### config.mk
export PLATFORM = sky130hd
export DESIGN_NAME = rnd_lfsr_ctrl
export DESIGN_NICKNAME = d
export VERILOG_FILES = /design/src/rtl/rnd_lfsr_ctrl.sv
export SDC_FILE = /design/constraint.sdc
export NUM_CORES = 1
export LEC_CHECK = 0
export ABC_AREA = 1
export CAP_MARGIN = 20
export CORE_UTILIZATION = 46
export DETAILED_ROUTE_END_ITERATION = 10
export PLACE_DENSITY = 0.91
export SLEW_MARGIN = 20
export SYNTH_ARGS = -nofsm -noshare
export SYNTH_HDL_FRONTEND = slang
export SYNTH_SLANG_ARGS = --single-unit
### constraint.sdc
create_clock -name clk -period 1.75 [get_ports clk]
set_input_delay 0.2625 -clock clk [delete_from_list [all_inputs] [get_ports clk]]
set_output_delay 0.2625 -clock clk [all_outputs]
set_load 0.03 [all_outputs]
### src/rtl/rnd_lfsr_ctrl.sv
// Sequencer and feedback generator for the random shift-register stage.
// It loads a seed, shifts SHIFTS steps per word and hands each word downstream over valid/ready.
module rnd_lfsr_ctrl #(
    parameter int              WIDTH    = 8,
    parameter logic [WIDTH-1:0] TAPS     = 8'hB8,
    parameter int              SHIFTS   = 8,
    parameter logic [WIDTH-1:0] SEED_SUB = 8'h01
) (
    input  logic             clk,
    input  logic             rst_n,
    input  logic             start,
    input  logic [WIDTH-1:0] seed_in,
    input  logic [7:0]       num_words,
    input  logic             abort,
    input  logic [WIDTH-1:0] sr_out,
    output logic [WIDTH-1:0] sr_seed,
    output logic             sr_init,
    output logic             sr_en,
    output logic             sr_fb,
    output logic [WIDTH-1:0] rnd_data,
    output logic             rnd_valid,
    input  logic             rnd_ready,
    output logic             busy,
    output logic             done
);

    typedef enum logic [1:0] {IDLE, LOAD, SHIFT, PRESENT} state_t;

    localparam logic [7:0] STEP_LAST = 8'(SHIFTS - 1);

    state_t           state, state_nxt;
    logic [WIDTH-1:0] seed_q;
    logic [7:0]       step_q;
    logic [8:0]       words_left_q;
    logic             done_q;

    assign sr_fb   = ^(sr_out & TAPS);
    assign sr_seed = seed_q;
    assign done    = done_q;

    always_ff @(posedge clk or negedge rst_n) begin
        if (!rst_n) state <= IDLE;
        else        state <= state_nxt;
    end

    always_comb begin
        state_nxt = state;
        sr_init   = 1'b0;
        sr_en     = 1'b0;
        rnd_valid = 1'b0;
        rnd_data  = '0;
        busy      = 1'b1;
        case (state)
            IDLE: begin
                busy = 1'b0;
                if (start) state_nxt = LOAD;
            end
            LOAD: begin
                sr_init   = 1'b1;
                state_nxt = SHIFT;
            end
            SHIFT: begin
                sr_en = 1'b1;
                if (step_q == STEP_LAST) state_nxt = PRESENT;
            end
            PRESENT: begin
                rnd_valid = 1'b1;
                rnd_data  = sr_out;
                if (rnd_ready) state_nxt = (words_left_q == 9'd1) ? IDLE : SHIFT;
            end
            default: state_nxt = IDLE;
        endcase
        // abort wins over start and over a same-cycle handshake
        if (abort) state_nxt = IDLE;
    end

    always_ff @(posedge clk or negedge rst_n) begin
        if (!rst_n) begin
            seed_q       <= '0;
            step_q       <= '0;
            words_left_q <= '0;
            done_q       <= 1'b0;
        end else begin
            done_q <= 1'b0;
            step_q <= (state == SHIFT && state_nxt == SHIFT) ? step_q + 8'd1 : 8'd0;
            if (state == IDLE && start && !abort) begin
                seed_q       <= (seed_in == '0) ? SEED_SUB : seed_in;
                words_left_q <= (num_words == 8'd0) ? 9'd256 : {1'b0, num_words};
            end
            if (state == PRESENT && rnd_ready && !abort) begin
                words_left_q <= words_left_q - 9'd1;
                if (words_left_q == 9'd1) done_q <= 1'b1;
            end
        end
    end

endmodule

# [After elaboration in Yosys (flattened, before gate mapping)]
# Index checks and enable logic that the tools add are counted.
[word_totals] elab_cells=42 out_inout_bits=22 in_bits=29 register_bits=28
[op_classes] n_mux=18 n_eq_ne=6 reduce_logical=11 add_sub_neg=2
[ops] cell="$mux W9" count=3
[ops] cell="$mux W8" count=3
[ops] cell="$logic_not A8 Y1" count=2
[ops] cell="$mux W2" count=5
[ops] cell="$eq A9 B1 Y1 const B" count=1
[ops] cell="$sub A9 B1 Y9 const B" count=1
[ops] cell="$add A8 B1 Y8 const B" count=1
[ops] cell="$eq A8 B3 Y1 const B" count=1
[ops] cell="$pmux W2 S4" count=1
[ops] cell="$reduce_xor A8 Y1" count=1
[ops] cell="$eq A2 B2 Y1 const B" count=3
[ops] cell="$mux W1" count=6
[ops] cell="$logic_and A1 B1 Y1" count=5
[ops] cell="$eq A2 B1 Y1 const B" count=1
[ops] cell="$logic_not A2 Y1" count=1
[ops] cell="$reduce_bool A2 Y1" count=1
[ops] cell="$logic_not A1 Y1" count=1

# [Depth between registers and ports, before layout]
# Gate-level depths: netlist of run 1.
[logic_depth] word_depth=8 mapped_depth=9 depth_no_buf=9

# [Worst setup path before layout of run 1]
# Ideal clock, no wire load.
[synth_timing] kind="reg2reg" startpoint="register state[1]" endpoint="register step_q[4]" required_ns=1.629 slack_ns=0.314 path_stages_with_launch=8 n_path_buf=0 setup_ns=0.121 arrival_ns=1.315 path_cell_list="dfrtp_1 > inv_1 > nor2_1 > nand3_1 > nand2_1 > nand2_1 > nand3_2 > nor2_1"
[synth_between] elab_chain_cells=6 elab_cells_between_ends=12
[synth_rtl] item="from (decl)" line_no="31" rtl="state_t state, state_nxt;"
[synth_rtl] item="from (signal assigned)" line_no="43" rtl="else state <= state_nxt;"
[synth_rtl] item="$eq A2 B2 Y1 (tied with other cells)" line_no="53" rtl="case (state)"
[synth_rtl] item="$pmux W2 S4" line_no="53"
[synth_rtl] item="$mux W2" line_no="74" rtl="if (abort) state_nxt = IDLE;"
[synth_rtl] item="$eq A2 B2 Y1" line_no="85" rtl="step_q <= (state == SHIFT && state_nxt == SHIFT) ? step_q + 8'd1 : 8'd0;"
[synth_rtl] item="$logic_and A1 B1 Y1 (*)" line_no="85"
[synth_rtl] item="$mux W8 (*)" line_no="85"
[synth_rtl] item="to (signal assigned)" line_no="85"
[synth_rtl] item="to (decl)" line_no="33" rtl="logic [7:0] step_q;"
# Mark *: on every way between the ends. The rest lies on a longest branch, timed or not.
# A chain may end at the register's enable or synchronous reset.

# [Worst setup path after layout of run 1]
[layout_timing] startpoint="register seed_q[7], in the netlist sr_seed[7]" endpoint="output sr_seed[7]"
[layout_lines] item="from (decl)" line_no="32" rtl="logic [WIDTH-1:0] seed_q;"
[layout_lines] item="from (signal assigned)" line_no="87" rtl="seed_q <= (seed_in == '0) ? SEED_SUB : seed_in;"
[layout_lines] item="to (decl)" line_no="16" rtl="output logic [WIDTH-1:0] sr_seed,"
# No word-level cell between the ends.

==> results of run 1 <==
## final cells by class
type / count / area, um2 / area share [%]
timing repair buffer: 54 / 499.2 / 22.57
inverter: 41 / 158.9 / 7.183
multi-input combinational: 137 / 743.2 / 33.60
clock buffer: 3 / 22.52 / 1.018
clock inverter: 1 / 30.03 / 1.357
sequential: 28 / 700.7 / 31.67
tap: 46 / 57.56 / 2.602
## Yosys cell counts, drive strengths merged
cell and n:
nand3 14, dfrtp 28, o221ai 2, ha 3
o21ai 15, and3 1, o22ai 1, inv 40
o31ai 1, nor3b 1, and2 1, or2 2
xor2 5, o21a 1, nand4 2, xnor2 3
buf 2, nor2 36, a21oi 2, a22oi 1
nor3 5, clkinv 1, nand2 41
## power groups by stage
stage                     Combinational, mW  Sequential, mW  Clock [mW]
after floorplan                       0.257           0.858           0
after global placement                0.543           0.792           0
after detailed placement              0.555           0.793           0
after CTS                             0.555           0.782       0.439
after global routing                  0.603           0.793       0.468
final                                 0.553           0.783       0.428
## registers in the layout (all words and copies together) (netlist names)
signal / flops
state: 2
sr_seed: 8
done: 1
step_q: 8
words_left_q: 9
## per-layer routing
metal / vias to the layer above / global-route usage [%] / part of all wire, %
li1: 760 / - / -
met1: 679 / 24.80 / 44
met2: 78 / 32.45 / 45
met3: 9 / 3.571 / 9.0
met4: 0 / 11.75 / 2.2
met5: - / 0 / 0
## logic make-up (layout without fill, tap and decap cells)
| family | after synthesis | in the layout | synth area share (%) |
|---|---|---|---|
| flops | 28 | 28 | 43.11 |
| compound gates | 23 | 23 | 10.24 |
| buf+inv | 43 | 99 | 11.16 |
| xor+xnor | 8 | 8 | 4.311 |
| fa+ha+maj | 3 | 3 | 2.310 |
| simple gates | 103 | 103 | 28.87 |
## cells in the final DEF, fill, tap and decap left out, drive strengths merged
cell type      synthesis  routed
a21oi                  2       2
a22oi                  1       1
and2                   1       1
and3                   1       1
buf                    2      13
bufinv                 0       1
clkbuf                 0       4
clkdlybuf4s50          0      37
clkinv                 1       1
dfrtp                 28      28
dlygate4sd2            0       3
ha                     3       3
inv                   40      40
nand2                 41      41
nand3                 14      14
nand4                  2       2
nor2                  36      36
nor3                   5       5
nor3b                  1       1
o21a                   1       1
o21ai                 15      15
o221ai                 2       2
o22ai                  1       1
o31ai                  1       1
or2                    2       2
xnor2                  3       3
xor2                   5       5
## worst max path at each step
stage,end,cells after the start,from
after floorplan,step_q[4]$_DFF_PN0_,7,state[1]$_DFF_PN0_
after global placement,sr_seed[0]$_DFFE_PN0P_,6,abort
after detailed placement,sr_seed[0]$_DFFE_PN0P_,6,abort
after CTS,sr_seed[0],1,sr_seed[0]$_DFFE_PN0P_
after global routing,sr_seed[0],1,sr_seed[0]$_DFFE_PN0P_
final,sr_seed[7],1,sr_seed[7]$_DFFE_PN0P_
## metrics by stage
| stage | cells | setup WS, ps | util (%) | instance area (um2) |
|---|---|---|---|---|
| 2_1_floorplan | 208 | 314.2 | - | 1625 |
| 3_3_place_gp | 306 | 124.6 | 64.47 | 2168 |
| 3_5_place_dp | 306 | 66.73 | 64.47 | 2168 |
| 4_1_cts | 310 | 66.09 | 65.89 | 2216 |
| 5_1_grt | 310 | 22.81 | 65.77 | 2212 |
| 6_report | 310 | 82.23 | 65.77 | 2212 |
==> results.cfg, run 1 <==
[run_status]
outcome = finished, final reports clean

[synthesis]
synthesis.area_um2 = 1625
synth_seq_cells = 28
synth_warnings = 0
avgSynthCellArea_um2 = 7.814
ys_seq_area_share_pct = 43.11
synthDominantCellAreaShare_pct = 43.11
syn_inst = 208
synth_fp_nets = 240
ys_types = 33
yosys.area.top_type = dfrtp_1
yosys-top-cells-area = dfrtp_1, inv_1, nand2_1

[sta]
period_share_pct = 95.30
finClkSkew_ps = 9.470
hold_viol_final = 0
setup_viol = 0
rsz0062_at_grt = no
tns_ps = 0
fin_crit_ps = 1668
slew_viol_final = 0
fmax_ghz = 0.5996
hold_slack_ps = 269.3
slew_headroom_pct = 76.28
tightest_slew_ps = 355.9

[worst_setup_path]
crit_path_max_incr_delay_ps = 680
cp-start-kind = flop
crit_family = buffers and inverters
path_buf_inv = 1
rrSetupSlack_ps = 290
r2r_end = words_left_q[6]$_DFFE_PN0P_
cp.required_ps = 1490
worstPathArrival_ps = 1410
cp-end-kind = primary output
crit_slowest_cell = clkdlybuf4s50_1
path_cells = clkdlybuf4s50_1
path_max_fanout = 2
r2r-start = words_left_q[0]$_DFFE_PN0P_
crit_type = flop to primary output
reg2reg_depth = 9

[cts]
cts_buffer_depth = 2
cts_buffers = 3
cts_resized = 4
cts.sinks = 28
hold_buffers = 0
clock_latency_ps = 340
path_clk_slew_ps = 160
cts_tree = built
cts_setup_buffers = 0
h-tree-depth = 1
cts_root_buf = clkbuf_4

[power]
combPwrFrac_pct = 31.4
power_frac_clock_pct = 24.3
power.switching_mw = 0.5719
pwr-share-seq_pct = 44.4
ir_worst_vdd_mv = 0.5404
p_leak_nw = 1.093
finalPower_mw = 1.765
power_density_nw_per_um2 = 797.7
p_int_mw = 1.193
p_sw_share_pct = 32.41

[placed_design]
dp_hpwl_um = 2667
gp_congestion = 0.9332
portBuffers = 50

[die]
start_util_pct = 48.33
fp.coreArea_um2 = 3363
die_y_um = 61.44
die_area_um2 = 3775
std_cell_rows = 21
die_w_um = 61.44
ioPinCount = 51

[hold_path]
hp-class = input pin to async pin

[finish]
final_nets = 297
drive_gt1_share_pct = 14.02
synthToLayoutAreaGrowth_pct = 36.10
fillers = 286
diodes = 0

[grt]
overflow = 0
grt_pass1_vias = 1361
grt_pass1_wl_um = 5409
grt_max_degree = 29
track_usage_pct = 19.89
antenna_found_initial = 0

[detailed_routing]
first_pass_iters = 4
first_iter_violations = 66
via_count = 1526
wl_per_cell_um = 11.04
drtAntennaViolNets = 0
viasPerCell = 4.923
wl_um = 3422
drc_errors = 0

[job]
drv_cap = 0
No activity file was read; power rests on OpenSTA's default activity.
==> inputs of run 2 (changes only) <==
- CORE_UTILIZATION: 46 -> 48
- CTS_BUF_LIST: default -> sky130_fd_sc_hd__clkbuf_8
- PLACE_DENSITY: 0.91 -> 0.94
==> run 2 against run 1 <==
- via count down 0.72%
- combinational power about the same
- core utilization up 5.1 points
- non-clock buffer count unchanged
- first-iteration DRC count down 3.0%
- clock-buffer cell count up 1
- sequential power about the same
- flip-flop and latch count unchanged
- worst setup slack better by 56 ps
- critical endpoint is now sr_en
- largest cell class unchanged
- highest routed layer unchanged
==> results.cfg, run 2 (same netlist as run 1, synthesis figures left out) <==
[worst_setup_path]
reg2reg_depth = 8
cp.depth = 3
path_buf_inv = 2
cp-end-kind = primary output
rrSetupSlack_ps = 300
crit_path_max_incr_delay_ps = 440
path_cells = inv_1, nor2_1, dlygate4sd2_1
r2r-start = step_q[0]$_DFF_PN0_
worstPathArrival_ps = 1350
crit_type = flop to primary output
setup.worst_path.start = state[1]$_DFF_PN0_
r2r_end = step_q[4]$_DFF_PN0_
crit_family = buffers and inverters
path_max_fanout = 4
crit_slowest_cell = dfrtp_1
critPathCapture = sr_en
cp-start-kind = flop
cp.required_ps = 1490

[power]
power_density_nw_per_um2 = 781.9
finalPower_mw = 1.733
p_leak_nw = 1.097
ir_worst_vdd_mv = 0.5522

[placed_design]
gp_congestion = 0.9485
place_area_um2 = 2166
place_ws_ps = 93.77
dp_hpwl_um = 2815
portBuffers = 50

[detailed_routing]
drtAntennaViolNets = 0
first_iter_violations = 64
wl_per_cell_um = 11.60
via_count = 1515
drc_errors = 0
first_pass_iters = 4
wl_um = 3573
viasPerCell = 4.919

[cts]
cts_buffer_depth = 2
hold_buffers = 0
cts_resized = 4
cts_tree = built
cts_buffers = 3
clock_latency_ps = 270
cts_root_buf = clkbuf_8
cts_setup_buffers = 0
cts.sinks = 28
path_clk_slew_ps = 100
h-tree-depth = 1

[grt]
top_usage_layer = met2
grt_max_degree = 29
track_usage_pct = 21.62
use_met2_pct = 38.30
grt_pass1_wl_um = 5823
overflow = 0
grt_pass1_vias = 1378
antenna_found_initial = 0
use_met1_pct = 26.67
grt_use_met3_pct = 4.545

[hold_path]
hp-class = input pin to async pin

[die]
die_w_um = 60.19
std_cell_rows = 20
die_area_um2 = 3623
die_y_um = 60.19
ioPinCount = 51
start_util_pct = 51.96
fp.coreArea_um2 = 3128

[sta]
setup_viol = 0
fin_ws_ps = 138.4
tns_ps = 0
finClkSkew_ps = 10.28
fin_crit_ps = 1612
rsz0062_at_grt = no
fmax_ghz = 0.6205
period_share_pct = 92.09
slew_viol_final = 0
tightest_slew_ps = 357.7
hold_viol_final = 0
slew_headroom_pct = 76.16

[finish]
layout_commonest_cell = inv_1
final_nets = 297
finish.instance_area_um2 = 2216
mostFrequentLayoutCells = inv_1, nand2_1, clkdlybuf4s50_1
utilization_pct = 70.84
diodes = 0
largest_reg_flops = 9
regMostFlops = words_left_q
drive_gt1_share_pct = 13.64
synthToLayoutAreaGrowth_pct = 36.34

[run_status]
outcome = finished, final reports clean

[job]
drv_cap = 0
-- run 2: cell count changes in the layout (fill, tap and decap cells not counted), sizes merged --
cell | before | now
dlygate4sd2 | 3 | 4
bufinv | 1 | 0
-- run 2: final cells by class --
| cell class | count | area [um2] |
|---|---|---|
| well taps | 44 | 55.05 |
| clock buffers | 4 | 55.05 |
| inverters | 41 | 158.9 |
| fillers | 237 | 912.1 |
| multi-input cells | 137 | 743.2 |
| repair buffers | 54 | 503.0 |
| flip-flops and latches | 28 | 700.7 |
-- run 2: layer usage --
layer	share of wire, %	up-vias
met1	43	688
met4	0.73	0
met3	6.9	2
met2	49	65
li1	-	760
met5	0	-
-- run 2: worst min-delay path by stage --
stage / start / end / slack [ps]
final: rst_n / step_q[0]$_DFF_PN0_ / 360
after global routing: rst_n / sr_seed[1]$_DFFE_PN0P_ / 400
after CTS: rst_n / step_q[5]$_DFF_PN0_ / 380
after detailed placement: step_q[0]$_DFF_PN0_ / step_q[0]$_DFF_PN0_ / 460
after global placement: step_q[0]$_DFF_PN0_ / step_q[0]$_DFF_PN0_ / 450
after floorplan: rst_n / done$_DFF_PN0_ / -30
-- run 2: worst register-to-register path: cells and delay by family, from the launching register on --
kind / cells / cell delay (ps)
adders and majority gates: 1 / 230
and+or+nand+nor: 7 / 740
DFF: 1 / 410
-- run 2: power by group --
group          leakage (nW)  internal [mW]  switching [mW]
clock network        0.0288          0.201           0.196
logic                 0.709          0.234           0.318
registers             0.360          0.727          0.0557
-- run 2: metrics by stage --
stage	instances	hold slack [ps]
2_1_floorplan	208	-33.09
3_5_place_dp	304	464.2
5_1_grt	308	396.9
3_3_place_gp	304	446.5
4_1_cts	308	375.4
6_report	308	363.3
